<file path="src/rtl/random_grid_gen.sv">
`timescale 1ns/1ps
`default_nettype none
// +------------------------------------------------------------------------+
// | random_grid_gen                                                        |
// | Free-running LFSR food-cell picker: cell-aligned (x,y) inside the grid |
// | Revision: 1.0                                                          |
// +------------------------------------------------------------------------+
module random_grid_gen #(
  parameter int unsigned CELL_SIZE = 10,
  parameter int unsigned H_CELLS   = 64,
  parameter int unsigned V_CELLS   = 48
) (
  input  logic       clk,
  input  logic       rst_n,
  output logic [9:0] x,
  output logic [8:0] y
);

  localparam int unsigned CXB = (H_CELLS > 1) ? $clog2(H_CELLS) : 1;
  localparam int unsigned CYB = (V_CELLS > 1) ? $clog2(V_CELLS) : 1;

  localparam logic [15:0] C_SEED_X = 16'hACE1;
  localparam logic [16:0] C_SEED_Y = 17'h15A5A;

  logic [15:0]    r_lfsr_x;
  logic [16:0]    r_lfsr_y;
  logic [15:0]    w_lfsr_x_nxt;
  logic [16:0]    w_lfsr_y_nxt;
  logic           w_fb_x;
  logic           w_fb_y;
  logic [CXB-1:0] w_cand_col;
  logic [CYB-1:0] w_cand_row;
  logic           w_col_ok;
  logic           w_row_ok;
  logic [9:0]     w_x_cand;
  logic [8:0]     w_y_cand;

  assign w_fb_x = r_lfsr_x[15] ^ r_lfsr_x[13] ^ r_lfsr_x[12] ^ r_lfsr_x[10];
  assign w_fb_y = r_lfsr_y[16] ^ r_lfsr_y[13];

  // An all-zero register would never leave that state, so reload the seed instead.
  assign w_lfsr_x_nxt = (r_lfsr_x == '0) ? C_SEED_X : {r_lfsr_x[14:0], w_fb_x};
  assign w_lfsr_y_nxt = (r_lfsr_y == '0) ? C_SEED_Y : {r_lfsr_y[15:0], w_fb_y};

  assign w_cand_col = r_lfsr_x[CXB-1:0];
  assign w_cand_row = r_lfsr_y[CYB-1:0];

  // Out-of-range candidates are rejected rather than folded, keeping the distribution flat.
  assign w_col_ok = (32'(w_cand_col) < H_CELLS);
  assign w_row_ok = (32'(w_cand_row) < V_CELLS);

  assign w_x_cand = 10'(32'(w_cand_col) * CELL_SIZE);
  assign w_y_cand = 9'(32'(w_cand_row) * CELL_SIZE);

  always_ff @(posedge clk or negedge rst_n) begin
    if (!rst_n) begin
      r_lfsr_x <= C_SEED_X;
      r_lfsr_y <= C_SEED_Y;
    end else begin
      r_lfsr_x <= w_lfsr_x_nxt;
      r_lfsr_y <= w_lfsr_y_nxt;
    end
  end

  always_ff @(posedge clk or negedge rst_n) begin
    if (!rst_n) begin
      x <= '0;
      y <= '0;
    end else begin
      if (w_col_ok) begin
        x <= w_x_cand;
      end
      if (w_row_ok) begin
        y <= w_y_cand;
      end
    end
  end

endmodule
`default_nettype wire

</file>
<file path="config.mk">
export PLATFORM = sky130hd
export DESIGN_NAME = random_grid_gen
export DESIGN_NICKNAME = d
export VERILOG_FILES = /design/src/rtl/random_grid_gen.sv
export SDC_FILE = /design/constraint.sdc
export NUM_CORES = 1
export LEC_CHECK = 0
export BUFFER_PORTS_ARGS = -buffer_cell sky130_fd_sc_hd__buf_4
export CAP_MARGIN = 5
export CORE_UTILIZATION = 60
export DETAILED_ROUTE_END_ITERATION = 10
export GPL_ROUTABILITY_DRIVEN = 0
export GPL_TIMING_DRIVEN = 0
export PLACE_DENSITY = 0.88
export SYNTH_ARGS = -nofsm -noshare
export SYNTH_HDL_FRONTEND = slang
export SYNTH_SLANG_ARGS = --single-unit
</file>
<file path="constraint.sdc">
create_clock -name clk -period 3.7 [get_ports clk]
set_input_delay 0.555 -clock clk [delete_from_list [all_inputs] [get_ports clk]]
set_output_delay 0.555 -clock clk [all_outputs]
set_load 0.01 [all_outputs]
</file>
# Word-level counts from Yosys, hierarchy flattened
# Index checks and enable logic that the tools add are counted.
dict set report word_totals {
  regBits 50
  inputBits 2
  output_inout_bits 19
  word_cells 15
}
dict set report classes {
  multipliers 2
  order_cmp 1
  n_mux 2
  bitwise_logic 4
  n_reduce_logical 2
}
# op n
set op_table {}
lappend op_table {{$logic_not 17->1} 1}
lappend op_table {{$mux 17} 1}
lappend op_table {{$logic_not 16->1} 1}
lappend op_table {{$mux 16} 1}
lappend op_table {{$mul 6x3->9 const B} 1}
lappend op_table {{$mul 6x3->8 const B} 1}
lappend op_table {{$lt 6x6->1 const B} 1}
lappend op_table {{$xor 1x1->1} 4}

# Depth between registers and ports, before layout
dict set report logic_depth {
  depth_word 4
  ltp_mapped 8
  ltp_nobuf 8
}

# Least setup slack after synthesis
# No wires, ideal clock.
dict set report synth_timing {
  path_type {reg-to-reg}
  from {reg r_lfsr_y[1]}
  to {reg y[8]}
  setup_time_ns 0.066
  t_arrival_ns 2.060
  required_time_ns 3.634
  path_slack_ns 1.574
  stages_incl_launch_ff 8
  path_buffers 0
  synth_period_minus_slack_ns 2.126
  path_cell_list {dfstp_2 -> ha_1 -> ha_1 -> fa_1 -> a21oi_1 -> nor2b_1 -> o311ai_0 -> o31a_1}
}
dict set report synth_via {
  elab_chain_len 1
  elab_cells_between_ends 2
  cone_classes {mul: 1; order compare: 1}
}
# element line
set synth_lines {}
lappend synth_lines {{start, declared} 26} ;# logic [16:0] r_lfsr_y;
lappend synth_lines {{start signal, assigned} 61} ;# r_lfsr_y <= w_lfsr_y_nxt;
lappend synth_lines {{$mul 6x3->8 or $lt 6x6->1 (tied branches)} {53, 50}}
lappend synth_lines {{end signal, assigned} 74} ;# y <= w_y_cand;
lappend synth_lines {{end, declared} 16} ;# output logic [8:0] y
# Several ways; a longest one is shown, not always the timed one.
# A chain may end at the register's enable or synchronous reset.

# Final worst setup path
dict set report layout_timing {
  from {reg r_lfsr_y[3]}
  to {reg y[8]}
}
# Same word-level chain as after synthesis.

==> key figures <==
Run status
  • Outcome: completed

STA
  • Worst slew margin: 0.614
  • Minimum clock period: 2.29 ns
  • RSZ-0062 raised after global routing: no
  • Hold Vio Cnt, Final: 0
  • TNS Setup: 0 ns
  • Final period util: 0.620
  • Final Slew Violations: 0
  • Setup Skew: around 0.0076 ns
  • Slew at the pin closest to its max-slew limit: 0.579 ns
  • Max Clk Rate: approximately 440 MHz
  • Final setup margin: 1.41 ns
  • Setup violations, final: 0

Placement
  • DP Worst Slack: between 1 and 1.5 ns
  • Dpl cell area: about 2200 sq um
  • Detail Placement HPWL: approximately 2300 microns
  • PortBufs: 18

Die
  • # IOs: 21
  • DIE AREA: 3630 sq um
  • Core area: ~3100 sq um
  • Die W: 60.2 microns
  • Row count: 20
  • Die extent in y: 60.2 microns
  • Initial Utilization: 0.650

Synthesis
  • Adder-cell share of the synthesized area: 0.118
  • XOR/XNOR share of the synthesized area: 0.0388
  • EDFF count, synth: 0
  • Gate Count Post-Synth: 151
  • Seq/Total Area, Yosys: 0.626
  • Flops & latches, synth: 50
  • Syn Area/Cell: 13.5 sq um
  • Compound-cell area share of the yosys netlist: 0.0345
  • Multiplexer area fraction after synthesis: 0.0332
  • Ys async rst share: 1.00
  • Yosys cell types: 24
  • Simple-gate share of the synthesized area: 0.103
  • YS warnings: 0
  • Predominant post-synthesis flop cell: dfrtp_1
  • Largest family of logic cells by synthesized area: adder cells
  • Post-synth design cell area: 2030 sq um

Drt
  • Iteration-0 DRC Markers: 37
  • Post-route antenna net violation count: 0
  • TritonRoute pass-1 iters: 4
  • Via count: about 1100
  • DR WL/cell: 14.3 microns
  • Vias per cell: roughly 5.0
  • DRC: 0
  • Post-Route WL: 3180 microns

Worst setup path
  • Worst Path Arrival: between 2 and 3 ns
  • Cells along the critical path: ha_1 -> ha_1 -> fa_1 -> a21oi_1 -> nor2b_1 -> o311ai_0 -> o31a_1
  • Crit path launch type: register
  • Worst EP required: around 4 ns
  • Worst stage delay on the critical path: 0.59 ns
  • Slowest CP cell: dfstp_2
  • Crit Path Class: reg -> reg
  • Most used cell, CP: ha_1
  • Critical path fanouts, max: 4
  • Critical Path Sink Type: register

GRT
  • Antenna violations before repair: 0
  • Total global routing track utilization: 0.205
  • Number of global-route vias before repair: approximately 1200
  • Largest net degree at the start of global routing: 51
  • Global-route wire length before repair: 5220 microns
  • Grt ovf: 0

CTS
  • Clk buf depth: 2
  • Setup repair bufs after CTS: 0
  • Num CTS Buffers: 5
  • CTS root buffer: clkbuf_4
  • CTS tree: yes
  • CTS clock-pin slew for the worst setup and hold paths: 0.12 ns
  • CTS Sinks: 50
  • H-tree depth: 2
  • Worst-Skew Late Latency: 0.34 ns
  • Hold buffers post-CTS: 0
  • Post-CTS sizing: 0

Layout
  • # diodes: 0
  • Area growth syn-to-layout: 11.9%
  • Most common cell after layout, fill and taps aside: dfrtp_1
  • Most frequent cells in the layout: dfrtp_1 (33), buf_4 (20), clkbuf_1 (18)
  • Share of cells above drive strength 1: 0.275
  • Fillers: 214
  • Final net count: slightly below 200
  • Fin area: 2280 sq um

Power and ir drop
  • VDD IR max: 0.206 mV
  • Pwr/cell area: 345 nW/um^2
  • Leakage: ~0.0011 uW

Worst hold path
  • Hold Path Class: in -> async

Job
  • MaxCap Viol Count: 0
-- final cells by class --
| cell class | count | area, sq um | area share |
|---|---|---|---|
| Clock buffer | 8 | 48.8 | 0.0214 |
| Tap cell | 44 | 55.1 | 0.0242 |
| Buffer | 17 | 71.3 | 0.0313 |
| Timing Repair Buffer | 18 | 135 | 0.0594 |
| Inverter | 5 | 18.8 | 0.00825 |
| Sequential cell | 50 | 1270 | 0.559 |
| Multi-Input combinational cell | 80 | 674 | 0.296 |
-- worst max-delay path, delay by kind of cell, from the launching register on --
kind | cells | cell delay, ns
simple gates | 1 | 0.07
compound gates | 3 | 0.64
fa+ha+maj | 3 | 0.95
flops | 1 | 0.59
-- stage by stage --
stage | hold WS (ns) | total power [uW] | utilization | std cells
global placement | 0.413 | 570 | 0.712 | 214
finish | 0.189 | 784 | 0.728 | 222
detailed placement | 0.417 | 570 | 0.712 | 214
CTS | 0.203 | 793 | 0.728 | 222
floorplan | 0.259 | 560 | - | 152
global route | 0.215 | 818 | 0.728 | 222
-- power by group --
group	internal [uW]	leakage (uW)	switching, uW	total, uW
combinational	2.05	0.000489	10.6	12.6
sequential	547	0.000558	0	547
clock	76.1	0.0000265	148	224
-- sequential cells by signal, summed over array words and instances, names as in the netlist --
name	cells
r_lfsr_x	16
r_lfsr_y	17
x	9
y	8
-- cell usage after synthesis (all sizes together) (2+ instances only) --
| library cell | count | area share |
|---|---|---|
| nor2 | 2 | 0.0037 |
| nand4 | 2 | 0.0062 |
| nand2 | 5 | 0.0092 |
| inv | 5 | 0.0092 |
| dfstp | 17 | 0.22 |
| nand2b | 7 | 0.022 |
| fa | 2 | 0.020 |
| dfrtp | 33 | 0.41 |
| clkbuf | 15 | 0.028 |
| nor4 | 8 | 0.032 |
| xnor2 | 6 | 0.026 |
| a21oi | 5 | 0.012 |
| or2 | 9 | 0.028 |
| ha | 16 | 0.098 |
| buf | 2 | 0.0074 |
| xor2 | 3 | 0.013 |
| mux2 | 6 | 0.033 |
| a21o | 3 | 0.011 |
-- metal layers --
| metal | vias up | routed length (microns) | track usage |
|---|---|---|---|
| li1 | 542 | - | - |
| met1 | 553 | 1480 | 0.255 |
| met2 | 15 | 1570 | 0.344 |
| met3 | 5 | 76 | 0.0455 |
| met4 | 0 | 43 | 0.0897 |
| met5 | - | 0 | 0 |
-- final timing paths --
check                      slack [ns]                   from                      to  cells after the start
max in group asynchronous        3.11                  rst_n  r_lfsr_y[14]$_DFF_PN1_                      1
max reg2reg                      1.41  r_lfsr_y[3]$_DFF_PN1_        y[8]$_DFFE_PN0N_                      7
min reg2reg                      0.43  r_lfsr_x[0]$_DFF_PN1_          x[1]$_DFF_PN0_                      0
max                              1.41  r_lfsr_y[3]$_DFF_PN1_        y[8]$_DFFE_PN0N_                      7
min                              0.19                  rst_n          x[9]$_DFF_PN0_                      1
min in group clk                 0.43  r_lfsr_x[0]$_DFF_PN1_          x[1]$_DFF_PN0_                      0
-- cells by family after synthesis --
group	count (synthesis)
DFF	50
and+or+nand+nor	34
buffers and inverters	22
adders and majority gates	18
AOI/OAI and AO/OA	11
xor gates and xnor gates	9
muxes	6
other	1
(Power assumes the default switching activity.)
